[src/rtl/overlay_pkg.sv]
// Shared constants for the on-screen overlay layers (glyph geometry, pipeline depth).
package overlay_pkg;

  localparam int GLYPH_W    = 32;
  localparam int GLYPH_H    = 8;
  localparam int DIGITS     = 4;
  localparam int REG_W      = 16;
  localparam int PIPE_DEPTH = 2;

  // Index width that never collapses to zero bits for single-entry ranges.
  function automatic int width_of(input int n);
    return (n <= 1) ? 1 : $clog2(n);
  endfunction

endpackage

[src/rtl/reg_overlay_hit.sv]
// Stage 1 of the overlay scan: screen-to-glyph coordinate transform and window test.
module reg_overlay_hit
  import overlay_pkg::*;
#(
  parameter int X0          = 64,
  parameter int Y0          = 32,
  parameter int SCALE_SHIFT = 1,
  parameter int ROWS        = 8,
  parameter int GY_W        = 6
) (
  input  logic            clk,
  input  logic            reset,
  input  logic [9:0]      px_x,
  input  logic [9:0]      px_y,
  input  logic            px_active,
  input  logic            hsync_in,
  input  logic            vsync_in,
  output logic            hit,
  output logic [4:0]      gx,
  output logic [GY_W-1:0] gy,
  output logic            hsync,
  output logic            vsync,
  output logic            active
);

  localparam logic [10:0] X0_W     = 11'(X0);
  localparam logic [10:0] Y0_W     = 11'(Y0);
  localparam logic [9:0]  GX_LIMIT = 10'(GLYPH_W);
  localparam logic [9:0]  GY_LIMIT = 10'(ROWS * GLYPH_H);

  logic [10:0] dx;
  logic [10:0] dy;
  logic [9:0]  gx_full;
  logic [9:0]  gy_full;
  logic        in_window;

  // Bit 10 is the borrow: pixels left of or above the window come out negative.
  assign dx        = {1'b0, px_x} - X0_W;
  assign dy        = {1'b0, px_y} - Y0_W;
  assign gx_full   = dx[9:0] >> SCALE_SHIFT;
  assign gy_full   = dy[9:0] >> SCALE_SHIFT;
  assign in_window = px_active & ~dx[10] & ~dy[10] &
                     (gx_full < GX_LIMIT) & (gy_full < GY_LIMIT);

  always_ff @(posedge clk) begin
    if (reset) begin
      hit    <= 1'b0;
      gx     <= '0;
      gy     <= '0;
      hsync  <= 1'b0;
      vsync  <= 1'b0;
      active <= 1'b0;
    end else begin
      hit    <= in_window;
      gx     <= gx_full[4:0];
      gy     <= gy_full[GY_W-1:0];
      hsync  <= hsync_in;
      vsync  <= vsync_in;
      active <= px_active;
    end
  end

endmodule

[src/rtl/reg_overlay_scan.sv]
// Register-dump overlay front end: frame snapshot, stage-2 field lookup and blinking
// highlight, with the sync strobes carried through the same two flops as the pixel.
module reg_overlay_scan
  import overlay_pkg::*;
#(
  parameter int NUM_REGS     = 8,
  parameter int X0           = 64,
  parameter int Y0           = 32,
  parameter int SCALE_SHIFT  = 1,
  parameter int BLINK_FRAMES = 30
) (
  input  logic                      clk,
  input  logic                      reset,
  input  logic [9:0]                px_x,
  input  logic [9:0]                px_y,
  input  logic                      px_active,
  input  logic                      hsync_in,
  input  logic                      vsync_in,
  input  logic                      frame_start,
  input  logic [REG_W*NUM_REGS-1:0] regs_in,
  input  logic                      hl_enable,
  input  logic [3:0]                hl_index,
  output logic [REG_W-1:0]          register,
  output logic [2:0]                line,
  output logic [4:0]                column,
  output logic                      glyph_valid,
  output logic                      highlight,
  output logic                      hsync_out,
  output logic                      vsync_out,
  output logic                      active_out
);

  localparam int IDX_W = width_of(NUM_REGS);
  localparam int GY_W  = IDX_W + 3;
  localparam int CNT_W = width_of(BLINK_FRAMES);
  localparam logic [CNT_W-1:0] CNT_LAST = CNT_W'(BLINK_FRAMES - 1);

  logic [REG_W-1:0] snapshot [NUM_REGS];
  logic [CNT_W-1:0] frame_cnt;
  logic             blink_on;

  logic             s1_hit;
  logic [4:0]       s1_gx;
  logic [GY_W-1:0]  s1_gy;
  logic             s1_hsync;
  logic             s1_vsync;
  logic             s1_active;

  logic [IDX_W-1:0] idx;
  logic             hl_match;

  reg_overlay_hit #(
    .X0          (X0),
    .Y0          (Y0),
    .SCALE_SHIFT (SCALE_SHIFT),
    .ROWS        (NUM_REGS),
    .GY_W        (GY_W)
  ) u_hit (
    .clk       (clk),
    .reset     (reset),
    .px_x      (px_x),
    .px_y      (px_y),
    .px_active (px_active),
    .hsync_in  (hsync_in),
    .vsync_in  (vsync_in),
    .hit       (s1_hit),
    .gx        (s1_gx),
    .gy        (s1_gy),
    .hsync     (s1_hsync),
    .vsync     (s1_vsync),
    .active    (s1_active)
  );

  // Captured once per frame so a register changing mid-scan cannot tear its row.
  always_ff @(posedge clk) begin
    if (reset) begin
      for (int k = 0; k < NUM_REGS; k++) snapshot[k] <= '0;
    end else if (frame_start) begin
      for (int k = 0; k < NUM_REGS; k++) snapshot[k] <= regs_in[k*REG_W +: REG_W];
    end
  end

  always_ff @(posedge clk) begin
    if (reset) begin
      frame_cnt <= '0;
      blink_on  <= 1'b1;
    end else if (frame_start) begin
      if (frame_cnt == CNT_LAST) begin
        frame_cnt <= '0;
        blink_on  <= ~blink_on;
      end else begin
        frame_cnt <= frame_cnt + 1'b1;
      end
    end
  end

  // Indices at or above NUM_REGS cannot equal a real row, so they simply never match.
  assign idx      = s1_gy[GY_W-1:3];
  assign hl_match = (32'(idx) == 32'(hl_index));

  always_ff @(posedge clk) begin
    if (reset) begin
      register    <= '0;
      line        <= '0;
      column      <= '0;
      glyph_valid <= 1'b0;
      highlight   <= 1'b0;
      hsync_out   <= 1'b0;
      vsync_out   <= 1'b0;
      active_out  <= 1'b0;
    end else begin
      register    <= s1_hit ? snapshot[idx] : '0;
      line        <= s1_hit ? s1_gy[2:0] : 3'd0;
      column      <= s1_hit ? s1_gx : 5'd0;
      glyph_valid <= s1_hit;
      highlight   <= s1_hit & hl_enable & hl_match & blink_on;
      hsync_out   <= s1_hsync;
      vsync_out   <= s1_vsync;
      active_out  <= s1_active;
    end
  end

endmodule

[config.mk]
export PLATFORM = sky130hd
export DESIGN_NAME = reg_overlay_scan
export DESIGN_NICKNAME = d
export VERILOG_FILES = /design/src/rtl/overlay_pkg.sv /design/src/rtl/reg_overlay_hit.sv /design/src/rtl/reg_overlay_scan.sv
export SDC_FILE = /design/constraint.sdc
export NUM_CORES = 1
export LEC_CHECK = 0
export BUFFER_PORTS_ARGS = -buffer_cell sky130_fd_sc_hd__buf_2
export CAP_MARGIN = 30
export CORE_MARGIN = 2
export CORE_UTILIZATION = 53
export CTS_CLUSTER_SIZE = 28
export DETAILED_ROUTE_END_ITERATION = 7
export GPL_ROUTABILITY_DRIVEN = 0
export PLACE_DENSITY_LB_ADDON = 0.08
export SYNTH_ARGS = -nofsm -noshare
export SYNTH_HDL_FRONTEND = slang
export SYNTH_SLANG_ARGS = --single-unit
[constraint.sdc]
create_clock -name clk -period 3.4 [get_ports clk]
set_input_delay 0.68 -clock clk [delete_from_list [all_inputs] [get_ports clk]]
set_output_delay 0.68 -clock clk [all_outputs]
set_load 0.005 [all_outputs]
==> results.json, run 1 <==
{
  "timing.max_cap.violations": 0,
  "synth_fa_ha_area_share_pct": 0.5080,
  "hold_viol_final": 0,
  "hold_depth": 1,
  "initial_core_util_pct": 53.64,
  "cts_setup_buffers": 0,
  "rsz0062_at_grt": "false",
  "cts_made_buffers": 17,
  "first_pass_iters": 4,
  "ys_ff_latch": 178,
  "dr_total_vias": 4677,
  "ant_nets": 0,
  "die_h_um": 122.1,
  "synth_top_area_cell": "edfxtp_1",
  "hpwl_mm": 10.34,
  "synthSimpleGateAreaFrac_pct": 18.09,
  "async_flop_share_pct": 0,
  "clock_skew_ns": 0.008642,
  "syn_avg_cell_area_um2": 13.61,
  "grt_max_degree": 81,
  "ir_drop_v": 0.0003172,
  "viasPerCell": 5.134,
  "num_antenna_cells": 0,
  "dieArea_um2": 14900,
  "die_w_um": 122.1,
  "min_path_type": "register to register",
  "nets": 880,
  "synth_top_area_share_pct": 52.02,
  "rr_worst_depth": 3,
  "status": "finished, final reports clean",
  "synthToLayoutAreaGrowth_pct": 21.22,
  "synth_edf_count": 128,
  "syn_nets": 705,
  "critical_path_class": "register to register",
  "fmax_ghz": 0.5060,
  "portBuffers": 185,
  "ctsLongestPathBuffers": 2,
  "cts_root_buffer": "clkbuf_16",
  "post-route-period-util_pct": 58.12,
  "layout.cells.most_common_list": "buf_2 (185), edfxtp_1 (128), and2_1 (105)",
  "final_max_slew_viol_count": 0,
  "cts_sinks": 178,
  "drive_gt1_share_pct": 37.21,
  "cp-end-kind": "register",
  "ys_top_cells_by_area": "edfxtp_1 (52%), dfxtp_1 (14%), and2_1 (8.9%)",
  "cts.hold.buffers_added": 0,
  "cp-start-kind": "register",
  "overflow": 0,
  "synth_top_family_by_area": "simple AND/OR/NAND/NOR gates",
  "wl_mm": 15.12,
  "core_area_um2": 13770,
  "yosysSeqAreaShare_pct": 65.57,
  "cts_resized": 0,
  "crit_arrival_ns": 2.28,
  "cp_max_fo": 80,
  "power_leakage_nw": 3.723,
  "netlist_instances": 543,
  "syn-cell-area_um2": 7388,
  "worst_pin_slew_ns": 1.014,
  "clkLatencyLatePin_ns": 0.43,
  "slew_headroom_pct": 32.42,
  "avgRoutedWirePerCell_um": 16.60,
  "hold_ws_ns": 0.4334,
  "layout.cells.most_common": "buf_2",
  "ioPinCount": 188,
  "drt_first_iter_violations": 372,
  "placementRows": 43,
  "setup_viol": 0,
  "synth-compound-area-share_pct": 4.860,
  "synthXorXnorAreaFrac_pct": 0.4742,
  "grt_pass1_wl_mm": 23.54,
  "ys_warn_count": 0,
  "grt_pass1_vias": 4692,
  "clk_pin_slew_ns": 0.07,
  "drc_errors": 0,
  "antenna_found_initial": 0,
  "min_period_ns": 1.976,
  "synth.distinct_cells": 38,
  "ys.flop_type": "edfxtp_1",
  "setup_tns_ns": 0,
  "cts_tree": "yes",
  "worstPathRequired_ns": 3.70,
  "htree_levels": 4,
  "synthMuxAreaShare_pct": 7.316,
  "p_per_area_nw_per_um2": 530.4,
  "grtUsageTotal_pct": 21.17
}
cells by family after synthesis:
logic type,after synthesis
simple gates,214
mux,48
compound gates,56
fa+ha+maj,3
buf+inv,40
flops,178
xor+xnor,4
synth_stat cells (2+ instances only):
master,instances
dfxtp_1,50
nor3_1,20
nand2b_1,4
clkbuf_1,7
o22ai_1,15
a21oi_1,3
nand2_1,4
nor3_2,2
ha_1,3
nand4_1,3
a211oi_1,16
buf_2,11
xor2_1,4
clkbuf_2,6
inv_1,6
mux2_1,6
nor2b_1,62
nor2b_4,2
nand3b_1,3
o21ai_1,4
nor2_1,3
and2_1,105
buf_4,3
o21ai_0,13
edfxtp_1,128
mux2_2,42
buf_6,7
final cells by class:
type | instances | area, um2
tap | 180 | 225.2
multi-input combinational | 325 | 2311
timing repair buffer | 190 | 988.4
clock inverter | 14 | 110.1
fill | 1110 | 4817
inverter | 6 | 22.52
clock buffer | 18 | 450.4
sequential | 178 | 4848
per-layer routing:
layer | part of all wire [%] | vias to the layer above | GRT usage (%)
met4 | 3.0 | 0 | 10.34
met3 | 6.0 | 36 | 4.073
met5 | 0 | - | 0
met2 | 46 | 171 | 33.31
met1 | 45 | 2192 | 28.30
li1 | - | 2278 | -
report_power, final:
part           internal, mW  switching, mW  leakage, nW
logic                 0.189          0.172         1.66
registers              2.48         0.0537         1.78
clock network          1.00          0.860        0.286
critical path, stage by stage (launching register included):
cell	delay, ns
dfxtp_4	1.01
mux2_2	0.42
o22ai_1	0.28
nor3_1	0.09
state kept, by name (all words and copies together), names as in the netlist:
signal        cells
u_hit.gx          5
u_hit.hit         1
active_out        1
u_hit.hsync       1
u_hit.vsync       1
hsync_out         1
frame_cnt         5
highlight         1
u_hit.gy          6
snapshot        128
blink_on          1
line              3
glyph_valid       1
vsync_out         1
column            5
u_hit.active      1
register         16
worst paths after layout:
check	from	to	slack, ns
max	u_hit.gy[4]	register[5]	1.42
min	u_hit.gy[1]	line[1]	0.43
max reg2reg	u_hit.gy[4]	register[5]	1.42
min reg2reg	u_hit.gy[1]	line[1]	0.43
through the flow:
stage / instances / util [%] / cell area (um2) / setup slack (ns) / power [mW]
2_1_floorplan: 543 / - / 7388 / 0.3279 / 2.785
5_1_grt: 911 / 65.03 / 8956 / 1.343 / 4.910
6_report: 911 / 65.03 / 8956 / 1.424 / 4.750
3_3_place_gp: 879 / 60.96 / 8396 / 1.129 / 2.923
4_1_cts: 911 / 65.03 / 8956 / 1.470 / 4.777
3_5_place_dp: 879 / 60.96 / 8396 / 1.085 / 2.939
(Power assumes the default switching activity.)
==> run 2, diff against run 1 <==
==> constraint.sdc (replaced) <==
create_clock -name clk -period 1.85 [get_ports clk]
set_input_delay 0.37 -clock clk [delete_from_list [all_inputs] [get_ports clk]]
set_output_delay 0.37 -clock clk [all_outputs]
set_load 0.005 [all_outputs]
==> run 2 against run 1 <==
  * Global-route usage down 0.61 points
  * Highest routed layer unchanged
  * Sequential cell count unchanged
  * Sequential power up 83%
  * Sequential share of layout area down 0.90 points
  * Setup slack worse by 1.1 ns
==> results.json, run 2 (synthesis gave the netlist of run 1 again) <==
{
  "grt_pass1_wl_mm": 22.40,
  "die_h_um": 122.1,
  "critical_path_class": "register to register",
  "clock_skew_ns": 0.009223,
  "worst_pin_slew_ns": 0.7365,
  "synthToLayoutAreaGrowth_pct": 23.27,
  "initial_core_util_pct": 53.64,
  "status": "finished, final reports clean",
  "stdcell_area_um2": 9107,
  "post-place-cells": 889,
  "place_ws_ns": 0.3150,
  "power_leakage_nw": 3.793,
  "nets": 890,
  "clk_pin_slew_ns": 0.06,
  "grt_pass1_vias": 4460,
  "ant_nets": 0,
  "post-route-period-util_pct": 81.86,
  "grtUsageTotal_pct": 20.56,
  "top_regs": "snapshot (128), register (16), u_hit.gy (6)",
  "hpwl_mm": 10.40,
  "cp_max_fo": 17,
  "cts_root_buffer": "clkbuf_16",
  "antenna_found_initial": 1,
  "cts_resized": 0,
  "drive_gt1_share_pct": 38.06,
  "crit_arrival_ns": 1.82,
  "slew_headroom_pct": 50.90,
  "avgRoutedWirePerCell_um": 16.13,
  "fmax_ghz": 0.6603,
  "worst_slack_ns": 0.3356,
  "placementRows": 43,
  "overflow": 0,
  "ioPinCount": 188,
  "cts_made_buffers": 17,
  "dpl_cell_area_um2": 8533,
  "dr_total_vias": 4614,
  "min_path_type": "input pin to register",
  "hold_ws_ns": 0.1221,
  "first_pass_iters": 5,
  "htree_levels": 4,
  "timing.max_cap.violations": 0,
  "core_area_um2": 13770,
  "cts.hold.buffers_added": 0,
  "cts_setup_buffers": 0,
  "grt_max_degree": 97,
  "setup_tns_ns": 0,
  "largest_reg_flops": 128,
  "p_per_area_nw_per_um2": 960.6,
  "rsz0062_at_grt": "false",
  "clkLatencyLatePin_ns": 0.43,
  "layout.cells.most_common_list": "buf_2 (185), edfxtp_1 (128), and2_1 (105)",
  "drc_errors": 0,
  "portBuffers": 185,
  "ir_drop_v": 0.0006505,
  "hold_viol_final": 0,
  "viasPerCell": 5.004,
  "die_w_um": 122.1,
  "min_period_ns": 1.514,
  "cts_tree": "yes",
  "drt_first_iter_violations": 246,
  "cp-start-kind": "register",
  "setup_viol": 0,
  "worstPathRequired_ns": 2.16,
  "max_flop_register": "snapshot",
  "cts_sinks": 178,
  "final_max_slew_viol_count": 0,
  "cp-end-kind": "register",
  "n_fill_cell": 1091,
  "layout.cells.most_common": "buf_2",
  "ctsLongestPathBuffers": 2,
  "wl_mm": 14.87,
  "final_cells": 922,
  "dieArea_um2": 14900
}
==> run 2: cell count changes in the layout (fill, tap and decap cells not counted), sizes merged <==
| cell | before | now |
|---|---|---|
| inv | 18 | 12 |
| buf | 190 | 200 |
| clkbuf | 18 | 20 |
| diode | 0 | 1 |
| clkinv | 2 | 6 |
==> run 2: critical path: stages, from the launching register on <==
cell and delay (ns):
dfxtp_4 0.47, buf_12 0.20, mux2_2 0.34, o22ai_1 0.29
nor3_1 0.09
==> run 2: cell type report <==
class / instances / area [um2] / share of cell area, %
multi-input combinational: 325 / 2311 / 25.37
clock buffer: 20 / 478.0 / 5.248
tap: 180 / 225.2 / 2.473
antenna: 1 / 2.502 / 0.02748
clock inverter: 12 / 93.84 / 1.030
sequential: 178 / 4848 / 53.24
inverter: 6 / 22.52 / 0.2473
timing repair buffer: 200 / 1126 / 12.36
==> run 2: worst paths after layout <==
check,startpoint,end,slack (ns),cells past startpoint
worst max-delay path,u_hit.gy[4],register[3],0.34,4
worst min-delay path,px_y[5],u_hit.gy[4],0.12,2
worst max register to register,u_hit.gy[4],register[3],0.34,4
worst min register to register,u_hit.gy[0],line[0],0.43,1
==> run 2: report_power, final <==
part / switching, mW / internal (mW)
clock: 1.52 / 1.89
combinational: 0.344 / 0.371
sequential: 0.0706 / 4.55
total: 1.94 / 6.81
==> run 2: per-layer routing <==
layer	global-route usage [%]	share of wire [%]	wire, um	vias up
met5	0	0	0	-
met1	27.18	44	6565	2139
li1	-	-	-	2293
met2	32.19	47	7005	154
met4	10.27	2.8	410	0
met3	4.494	6.0	891	28
==> run 2: metrics by stage <==
stage / util (%) / power, mW
floorplan: - / 5.119
global placement: 61.95 / 5.398
detailed placement: 61.95 / 5.429
CTS: 66.11 / 8.817
global route: 66.12 / 9.074
finish: 66.12 / 8.749
==> run 3, diff against run 2 <==
==> constraint.sdc (replaced) <==
create_clock -name clk -period 1.4 [get_ports clk]
set_input_delay 0.28 -clock clk [delete_from_list [all_inputs] [get_ports clk]]
set_output_delay 0.28 -clock clk [all_outputs]
set_load 0.005 [all_outputs]
==> run 3 against run 2 <==
  * Sequential share of layout area decreased by 1.1 points
  * Critical path depth unchanged
  * Cell area increased by 2.2%
  * Fmax increased by 9.3%
  * Largest power group unchanged
==> results.json, run 3 (synthesis gave the netlist of run 1 again) <==
{
  "drt_first_iter_violations": 353,
  "avgRoutedWirePerCell_um": 16.80,
  "setup_viol": 0,
  "place_ws_ns": -0.08807,
  "ctsLongestPathBuffers": 2,
  "ir_drop_v": 0.0007807,
  "layout.cells.most_common_list": "buf_2 (185), edfxtp_1 (128), and2_1 (105)",
  "die_w_um": 122.1,
  "slew_headroom_pct": 62.12,
  "rsz0062_at_grt": "false",
  "viasPerCell": 5.119,
  "final_max_slew_viol_count": 0,
  "fmax_ghz": 0.7218,
  "cts_tree": "yes",
  "initial_core_util_pct": 53.64,
  "die_h_um": 122.1,
  "final_cells": 925,
  "hpwl_mm": 10.73,
  "dr_total_vias": 4735,
  "cp-end-kind": "register",
  "nets": 894,
  "worst_slack_ns": 0.01456,
  "grtUsageTotal_pct": 21.30,
  "grt_max_degree": 50,
  "layout.cells.most_common": "buf_2",
  "worst_pin_slew_ns": 0.5670,
  "cts_setup_buffers": 0,
  "largest_reg_flops": 128,
  "cp_max_fo": 16,
  "grt_pass1_wl_mm": 23.44,
  "min_path_type": "input pin to register",
  "cts_made_buffers": 17,
  "ant_nets": 0,
  "first_pass_iters": 4,
  "post-place-cells": 893,
  "status": "finished, final reports clean",
  "htree_levels": 4,
  "crit_arrival_ns": 1.69,
  "p_per_area_nw_per_um2": 1297,
  "synthToLayoutAreaGrowth_pct": 26.01,
  "drc_errors": 0,
  "power.total_mw": 12.07,
  "post-route-period-util_pct": 98.96,
  "hold_viol_final": 0,
  "dieArea_um2": 14900,
  "cts_root_buffer": "clkbuf_16",
  "portBuffers": 185,
  "max_flop_register": "snapshot",
  "worstPathRequired_ns": 1.70,
  "placementRows": 43,
  "ioPinCount": 188,
  "overflow": 0,
  "clk_pin_slew_ns": 0.06,
  "clkLatencyLatePin_ns": 0.42,
  "critical_path_class": "register to register",
  "clock_skew_ns": 0.006496,
  "core_area_um2": 13770,
  "grt_pass1_vias": 4716,
  "min_period_ns": 1.385,
  "timing.max_cap.violations": 0,
  "power_leakage_nw": 3.874,
  "antenna_found_initial": 0,
  "top_regs": "snapshot (128), register (16), u_hit.gy (6)",
  "cts.hold.buffers_added": 0,
  "cp-start-kind": "register",
  "cts_sinks": 178,
  "drive_gt1_share_pct": 39.87,
  "wl_mm": 15.54,
  "num_antenna_cells": 0
}
run 3: final cells by class:
type,count,area (um2)
Sequential cell,178,4850
Fill cell,1060,4463
Multi-Input combinational cell,325,2377
Timing Repair Buffer,204,1205
Clock buffer,21,525.5
Tap cell,180,225.2
Clock inverter,11,105.1
Inverter,6,22.52
run 3: report_power, final:
part / leakage (nW) / internal [mW] / switching (mW)
Clock: 0.316 / 2.90 / 2.03
Combinational: 1.78 / 0.535 / 0.500
Sequential: 1.78 / 6.01 / 0.0935
Total: 3.87 / 9.45 / 2.62
run 3: metal layers:
metal	global-route usage (%)	up-vias	wire, um
met5	0	-	0
met4	8.693	0	376
met3	5.009	28	740
met2	33.80	134	7449
met1	28.38	2270	6970
li1	-	2303	-
run 3: critical path: stages, from the launching register on:
cell and delay, ns:
dfxtp_4 0.40, buf_12 0.16, mux2_1 0.37, o22ai_1 0.24
nor3_1 0.09
run 3: metrics by stage:
| stage | instance area, um2 | utilization (%) | hold WS, ns | TNS [ns] |
|---|---|---|---|---|
| CTS | 9238 | 67.07 | 0.04628 | 0 |
| detailed placement | 8601 | 62.45 | 0.4155 | -9.944 |
| global route | 9310 | 67.60 | 0.05162 | 0 |
| floorplan | 7407 | - | 0.3524 | -60.76 |
| global placement | 8601 | 62.45 | 0.4083 | -3.862 |
| finish | 9310 | 67.60 | 0.06545 | 0 |
run 3: final timing paths:
path / start / end / slack, ns / depth (start not counted)
max: u_hit.gy[4] / register[11] / 0.01 / 4
min: px_y[5] / u_hit.gy[4] / 0.07 / 2
max reg2reg: u_hit.gy[4] / register[11] / 0.01 / 4
min reg2reg: u_hit.gx[4] / column[4] / 0.42 / 1
run 3: what timing repair did:
item / CTS / global route
pin swaps: 0 / 0
setup endpoints to repair: 2 / 12
resized for setup: 2 / 15
